--- src/rtl/bp_update_queue.sv ---
// Branch-predictor update queue: compacts up to N committed branch resolutions per
// cycle into a circular FIFO and releases up to UPDATE_WIDTH per cycle in commit order.
package bp_update_queue_pkg;
  localparam int N    = 2;
  localparam int XLEN = 32;

  typedef struct packed {
    logic            valid;
    logic [XLEN-1:0] pc;
    logic            taken;
    logic [XLEN-1:0] target;
  } bp_entry_t;

  typedef struct packed {
    bp_entry_t [N-1:0] entries;
  } ROB_IF_PACKET;
endpackage

module bp_update_queue
  import bp_update_queue_pkg::*;
#(
  parameter int  DEPTH        = 8,
  parameter int  UPDATE_WIDTH = 1,
  localparam int PW           = $clog2(DEPTH),
  localparam int CW           = $clog2(DEPTH + 1)
) (
  input  logic          clock,
  input  logic          reset,
  input  ROB_IF_PACKET  rob_in,
  input  logic          hold,
  output ROB_IF_PACKET  bp_out,
  output logic          rob_stall,
  output logic [CW-1:0] count,
  output logic          overflow
);

  typedef struct packed {
    logic [XLEN-1:0] pc;
    logic            taken;
    logic [XLEN-1:0] target;
  } slot_t;

  slot_t         r_mem [DEPTH];
  logic [PW-1:0] r_head;
  logic [PW-1:0] r_tail;
  logic [CW-1:0] r_count;
  logic          r_overflow;

  logic [CW-1:0] w_enq_cnt;
  logic [CW-1:0] w_deq_cnt;
  logic [PW-1:0] w_slot [N];
  logic          w_any_valid;
  logic          w_enq_en;

  // Handshake: while rob_stall is high the ROB must present no valid entries; any valid
  // entry seen then is dropped whole and latches overflow. rob_stall looks only at the
  // registered count, so it ignores a same-cycle dequeue and may stall one cycle early.
  assign rob_stall = (DEPTH - int'(r_count)) < N;
  assign w_enq_en  = !rob_stall && w_any_valid;
  assign count     = r_count;
  assign overflow  = r_overflow;

  // Each valid entry lands at tail plus the number of valid entries below it.
  always_comb begin
    w_enq_cnt   = '0;
    w_any_valid = 1'b0;
    for (int i = 0; i < N; i++) begin
      w_slot[i] = r_tail + w_enq_cnt[PW-1:0];
      if (rob_in.entries[i].valid) begin
        w_enq_cnt   = w_enq_cnt + 1'b1;
        w_any_valid = 1'b1;
      end
    end
  end

  always_comb begin
    w_deq_cnt = '0;
    if (!hold) begin
      w_deq_cnt = (r_count < CW'(UPDATE_WIDTH)) ? r_count : CW'(UPDATE_WIDTH);
    end
  end

  always_comb begin
    bp_out = '0;
    for (int j = 0; j < UPDATE_WIDTH; j++) begin
      if (CW'(j) < w_deq_cnt) begin
        bp_out.entries[j].valid  = 1'b1;
        bp_out.entries[j].pc     = r_mem[r_head + PW'(j)].pc;
        bp_out.entries[j].taken  = r_mem[r_head + PW'(j)].taken;
        bp_out.entries[j].target = r_mem[r_head + PW'(j)].target;
      end
    end
  end

  always_ff @(posedge clock) begin
    if (reset) begin
      r_head     <= '0;
      r_tail     <= '0;
      r_count    <= '0;
      r_overflow <= 1'b0;
    end else begin
      r_head  <= r_head + w_deq_cnt[PW-1:0];
      r_count <= r_count + (w_enq_en ? w_enq_cnt : '0) - w_deq_cnt;
      if (w_enq_en) begin
        r_tail <= r_tail + w_enq_cnt[PW-1:0];
      end
      if (rob_stall && w_any_valid) begin
        r_overflow <= 1'b1;
      end
    end
  end

  // Payload storage carries no reset; only pointers and count define what is live.
  always_ff @(posedge clock) begin
    if (!reset && w_enq_en) begin
      for (int i = 0; i < N; i++) begin
        if (rob_in.entries[i].valid) begin
          r_mem[w_slot[i]].pc     <= rob_in.entries[i].pc;
          r_mem[w_slot[i]].taken  <= rob_in.entries[i].taken;
          r_mem[w_slot[i]].target <= rob_in.entries[i].target;
        end
      end
    end
  end

endmodule

--- config.mk ---
export PLATFORM = sky130hd
export DESIGN_NAME = bp_update_queue
export DESIGN_NICKNAME = d
export VERILOG_FILES = /design/src/rtl/bp_update_queue.sv
export SDC_FILE = /design/constraint.sdc
export NUM_CORES = 1
export LEC_CHECK = 0
export ABC_AREA = 0
export CORE_MARGIN = 2
export CORE_UTILIZATION = 60
export CTS_BUF_LIST = sky130_fd_sc_hd__clkbuf_8
export DETAILED_ROUTE_END_ITERATION = 12
export PLACE_DENSITY = 0.92
export SKIP_LAST_GASP = 1
export SYNTH_ARGS = -nofsm -noshare
export SYNTH_HDL_FRONTEND = slang
export SYNTH_SLANG_ARGS = --single-unit
--- constraint.sdc ---
create_clock -name clock -period 7.4 [get_ports clock]
set_clock_uncertainty 0.1 [all_clocks]
set_input_delay 1.48 -clock clock [delete_from_list [all_inputs] [get_ports clock]]
set_output_delay 1.48 -clock clock [all_outputs]
set_load 0.01 [all_outputs]
**Word level (Yosys, flattened, before mapping)**

Memory sizes are Yosys's and may differ from the RTL's. A register that Yosys moved wholly into a read port is not among the register bits.
Cells that the tools add are included.

- Memories: 1
- Bits in registers: 11
- Word-level logic and storage cells: 34
- Output and inout bits: 138
- RAM bits: 520

Memories:

| memory | words | bits a word | read ports | clocked after Yosys merged registers in | wr ports | RTL line | RTL |
|---|---|---|---|---|---|---|---|
| r_mem | 8 | 65 | 1 | 1 | 2 | 43 | `slot_t r_mem [DEPTH];` |

- Mux-type cells: 14
- Add/sub/neg operators: 7
- Reductions and logical operators: 5
- Magnitude comparators: 3

Operators by type and width:

| cell | count |
|---|---|
| two-way mux 66 bit | 1 |
| two-way mux 4 bit | 4 |
| adder 3 bit | 3 |
| two-way mux 1 bit | 8 |
| < comparator 5 x 3 -> 1 bit (second input constant) | 1 |
| subtractor 4 x 4 -> 5 bit (first input constant) | 1 |
| adder 4 x 1 -> 4 bit (second input constant) | 1 |
| adder 4 bit | 1 |
| < comparator 1 x 4 -> 1 bit (first input constant) | 1 |
| < comparator 4 x 1 -> 1 bit (second input constant) | 1 |
| subtractor 4 bit | 1 |
| logical AND 1 bit | 3 |
| two-way mux 3 bit | 1 |
| zero test 1 bit | 2 |

**Depth between registers and ports, before layout**

Gate-level depths: netlist of run 1.

- Depth after elaboration: 7
- Mapped depth: 13
- Gate-level depth less buffers: 13

**Worst setup path before layout of run 1**

Ideal clock, no wire load.

- Path kind: input -> register
- Start: in rob_in[65] (netlist name)
- End: mem r_mem[7][0] (netlist name) (enable)
- Data required time: 6.790 ns
- Stages: 6
- Data arrival time: 5.473 ns
- Path buffers: 0
- Path slack: 1.317 ns
- Path through: ha_1 ha_1 xor2_1 and2_1 nand2_1 a21oi_1

RTL lines:

| item | RTL line | RTL |
|---|---|---|
| start, declared | 29 | `input ROB_IF_PACKET rob_in,` |
| end, declared | 43 |  |

==> results of run 1 <==
## cell type report
class                           count  area (um^2)  share of cell area
Antenna cell                       11         27.5            0.000872
Clock buffer                       89         1220              0.0388
Clock inverter                     59          287             0.00908
Inverter                           18         67.6             0.00214
Tap cell                          600          751              0.0238
Multi-Input combinational cell    950        11000               0.349
Sequential cell                   531        15800               0.502
Timing Repair Buffer              234         2350              0.0744
## through the flow
step           total power, mW  setup WS, ps  instances   util
3_5_place_dp              6.71          1840       2333  0.663
6_report                  8.94          1920       2492  0.697
2_1_floorplan             5.70          1320       1669      -
3_3_place_gp              6.63          1920       2333  0.663
4_1_cts                   9.00          1860       2481  0.696
5_1_grt                   9.34          1770       2489  0.697
## state kept, by name (all words and copies together) (netlist names)
register  count
overflow      1
r_head        3
count         4
r_mem       520
r_tail        3
## how the worst max path moves through the flow
stage	slack, ps	cells past startpoint	endpoint
floorplan	1320	6	r_mem[7][0]
global placement	1920	8	r_mem[1][43]
detailed placement	1840	8	r_mem[4][63]
CTS	1860	5	bp_out[61]
global route	1770	5	bp_out[43]
finish	1920	5	bp_out[49]
## routing by layer
| metal | track usage | up-vias | share of wire |
|---|---|---|---|
| li1 | - | 6701 | - |
| met1 | 0.351 | 8042 | 0.38 |
| met2 | 0.480 | 760 | 0.51 |
| met3 | 0.0608 | 145 | 0.075 |
| met4 | 0.104 | 16 | 0.027 |
| met5 | 0 | - | 0.0016 |
## power by group through the flow
stage	Combinational, mW	Clock [mW]	Sequential, mW
after global placement	2.77	0	3.87
after floorplan	1.96	0	3.73
final	2.82	2.30	3.83
after detailed placement	2.82	0	3.89
after global routing	3.02	2.47	3.85
after CTS	2.84	2.33	3.83
## synthesized netlist by cell type, types with 4 or more instances
| master | number | area [um^2] |
|---|---|---|
| buf_2 | 58 | 290 |
| fa_1 | 4 | 80.1 |
| nand3_1 | 5 | 25.0 |
| buf_4 | 66 | 495 |
| buf_1 | 9 | 33.8 |
| mux2_4 | 50 | 751 |
| clkbuf_1 | 31 | 116 |
| a21oi_1 | 5 | 25.0 |
| mux4_2 | 130 | 2930 |
| nor2_1 | 91 | 342 |
| ha_1 | 14 | 175 |
| inv_1 | 18 | 67.6 |
| buf_6 | 6 | 67.6 |
| nand2_1 | 9 | 33.8 |
| edfxtp_1 | 520 | 15600 |
| mux2_2 | 470 | 5290 |
| xnor2_1 | 4 | 35.0 |
| dfxtp_1 | 11 | 220 |
| mux2i_1 | 66 | 661 |
## worst max-delay path: stages
cell and delay [ps]:
clkdlybuf4s50_1 500, a41o_2 870, buf_4 460, nor2_1 100
clkdlybuf4s50_1 480
## cell families (layout without fill, tap and decap cells)
kind of cell    Yosys count  in the layout  share of synthesized area
other cells               1             77                   0.000136
compound gates           20             20                    0.00536
flops                   531            531                      0.575
xor+xnor                  7              7                    0.00223
mux                     716            716                      0.350
fa+ha+maj                18             18                    0.00927
simple gates            123            123                     0.0189
buf+inv                 188            400                     0.0389
==> flow_summary.toml, run 1 <==
[global_routing]
grt_pass1_vias = 16584
track_usage = 0.280
antenna_found_initial = 18
grt_max_degree = 58
overflow = 0
grt_pass1_wl_mm = 99.6

[critical_path]
critPathLaunch = "hold"
crit_arrival_ps = 3900
rr_endpoint = "r_mem[1][1]"
required_ps = 5820
cp-start-kind = "input pin"
worstReg2RegStart = "count[1]"
r2r_cells = 8
cp-end-kind = "output port"
path_max_fanout = 43
rrSetupSlack_ps = 2800
critical_path_class = "input pin to output port"

[layout]
stdcell_area_um2 = 31600
nets = 1974
syn_to_final_growth_pct = 14.6
drive_gt1_frac = 0.424
nFillCells = 2888
most-common-layout-cells = "edfxtp_1, mux2_2, clkdlybuf4s50_1"
final_common_cell = "edfxtp_1"

[synthesis]
postSynthCellCount = 1604
synthDistinctLibCells = 42
synth_seq_cells = 531
syn_area_um2 = 27500
synth-edff-count = 520
syn_avg_cell_area_um2 = 17.2
ys.flop_type = "edfxtp_1"
synth_sequential_area_ratio = 0.575
yosys_warnings = 0
synth-async-reset-ratio = 0

[route]
viasPerCell = 6.29
drcViolationCount = 0
dr.pass1.iters = 5
num_vias = 15664
postRouteAntennaNets = 0
wl_mm = 65.4
drtIter0Drc = 1582
wl_per_cell_um = 26.2

[run_status]
outcome = "complete, no violations"

[clock_tree]
clock_sinks = 531
tritoncts = "yes"
numCtsBuffers = 86
ctsHoldBuffers = 0
clock_path_buffers = 3
clk_latency_ps = 630
postCtsSetupBuffers = 0
cts_resized = 0
clock_tree.root_cell = "clkbuf_8"
cts.reportedPaths.clkPinSlew_ps = 60
htree_levels = 3

[min_path]
hp-start = "overflow"
hold_depth = 2
hold_end = "overflow"
hp-class = "flop to flop"

[floorplanning]
dieArea_um2 = 47600
die_w_um = 218
start_util = 0.608
dieHeight_um = 218
core_region_area_um2 = 45300
ios = 273
rows = 78

[power]
internal_power_mw = 6.25
peakVddDrop_mv = 0.175
pwr-share-clk = 0.257
p_seq_frac = 0.428
switchingPower_mw = 2.70
p_leak_nw = 10.6
power.density_nw_per_um2 = 283
swShare = 0.302
combPwrFrac = 0.315

[sta]
setup_violations = 0
rsz0062_at_grt = "no"
setup_tns_ps = 0
tightest_slew_ps = 1120
slew_viol_final = 0
finalHoldViolCount = 0
period_share = 0.741
min_period_ps = 5480
holdWs_ps = 386
slew_headroom = 0.250
fmax_mhz = 182

[placement]
placed_area_um2 = 30000
gp_congestion = 0.875
portBuffers = 206
place_hpwl_mm = 37.0

[flow_run]
drv_cap = 0
Power figures use the tool's default switching activity.
==> run 2: changes to the inputs <==
Settings changed: CORE_UTILIZATION 60 to 54, PLACE_DENSITY 0.92 to 0.88.
Clock period 7.4 ns to 4.7 ns, I/O delays scaled along.
==> flow_summary.toml, run 2 (synthesized netlist as in run 1, its figures left out) <==
[run_status]
outcome = "complete, no violations"

[route]
wl_per_cell_um = 26.0
viasPerCell = 6.04
wl_mm = 67.2
drcViolationCount = 0
drtIter0Drc = 1309
num_vias = 15608
postRouteAntennaNets = 0
dr.pass1.iters = 5

[global_routing]
grt.met2_usage = 0.443
grt_pass1_wl_mm = 100
use_met3 = 0.0569
antenna_found_initial = 15
grt_max_degree = 66
overflow = 0
met1_usage = 0.317
grt_pass1_vias = 16606
grt-busiest-layer = "met2"
track_usage = 0.255

[critical_path]
path_max_fanout = 18
worstReg2RegStart = "count[1]"
critical_path_class = "flop to output port"
critPathLaunch = "count[2]"
cp-start-kind = "flop"
cp-end-kind = "output port"
crit_arrival_ps = 3340
required_ps = 3660

[clock_tree]
clock_tree.root_cell = "clkbuf_8"
clock_path_buffers = 3
cts_resized = 0
tritoncts = "yes"
ctsHoldBuffers = 0
clock_sinks = 531
postCtsSetupBuffers = 0
htree_levels = 3
numCtsBuffers = 84
clk_latency_ps = 650
cts.reportedPaths.clkPinSlew_ps = 60

[placement]
placed_area_um2 = 30500
gp_congestion = 0.794
place_hpwl_mm = 39.3
portBuffers = 206
dp_slack_ps = 601
dp.cells = 2431

[flow_run]
drv_cap = 0

[sta]
setup_violations = 0
period_share = 0.932
fmax_mhz = 228
holdWs_ps = 434
slew_viol_final = 0
min_period_ps = 4380
rsz0062_at_grt = "no"
setup_tns_ps = 0
finalHoldViolCount = 0
slew_headroom = 0.445
tightest_slew_ps = 833
setup_ws_ps = 322

[floorplanning]
core_region_area_um2 = 50300
rows = 82
die_w_um = 230
dieArea_um2 = 52800
ios = 273
dieHeight_um = 230
start_util = 0.548

[layout]
drive_gt1_frac = 0.433
stdcell_area_um2 = 32000
final_cells = 2585
syn_to_final_growth_pct = 16.2
most-common-layout-cells = "edfxtp_1, mux2_2, clkdlybuf4s50_1"
nets = 1998
largest_reg_flops = 520
final_common_cell = "edfxtp_1"

[power]
p_seq_frac = 0.421
switchingPower_mw = 4.35
pwr-share-clk = 0.246
peakVddDrop_mv = 0.241
swShare = 0.308
combPwrFrac = 0.332
power.density_nw_per_um2 = 442
internal_power_mw = 9.79
p_leak_nw = 10.8

[min_path]
hp-start = "overflow"
hp-class = "flop to flop"
==> run 2: layout make-up <==
| type | count | area, um^2 |
|---|---|---|
| fillers | 3534 | 18300 |
| flip-flops and latches | 531 | 15800 |
| well taps | 672 | 841 |
| clock buffers | 86 | 1180 |
| diodes | 8 | 20.0 |
| multi-input cells | 950 | 11000 |
| repair buffers | 260 | 2770 |
| clock inverters | 60 | 255 |
| inverters | 18 | 67.6 |
==> run 2: stage by stage <==
stage	util	total power, mW
6_report	0.636	14.1
4_1_cts	0.636	14.2
3_3_place_gp	0.607	10.6
2_1_floorplan	-	8.96
5_1_grt	0.636	14.7
3_5_place_dp	0.607	10.8
==> run 2: power groups by stage <==
| stage | combinational, mW | sequential [mW] | clock (mW) |
|---|---|---|---|
| final | 4.70 | 5.96 | 3.49 |
| after global routing | 5.00 | 5.99 | 3.74 |
| after floorplan | 3.10 | 5.86 | 0 |
| after detailed placement | 4.71 | 6.06 | 0 |
| after global placement | 4.61 | 6.03 | 0 |
| after CTS | 4.73 | 5.96 | 3.54 |
==> run 2: critical path, cell delays in order, from the launching register on <==
cell and delay (ps):
dfxtp_1 480, inv_1 130, ha_1 240, a21oi_1 220, a41o_2 640, buf_4 350
nor2_1 90, clkdlybuf4s50_1 510
==> run 2: worst paths after layout <==
check                      end  slack (ps)  depth (start not counted)
setup / recovery     bp_out[0]         320                          7
hold / removal        overflow         430                          2
setup reg to reg  r_mem[5][28]        1100                          9
hold reg to reg       overflow         430                          2
==> run 2: per-layer routing <==
layer / wire length [um] / vias up / part of all wire
met5: 106 / - / 0.0016
met4: 1510 / 16 / 0.022
met3: 5290 / 120 / 0.079
met2: 34600 / 706 / 0.51
met1: 25700 / 8016 / 0.38
li1: - / 6750 / -
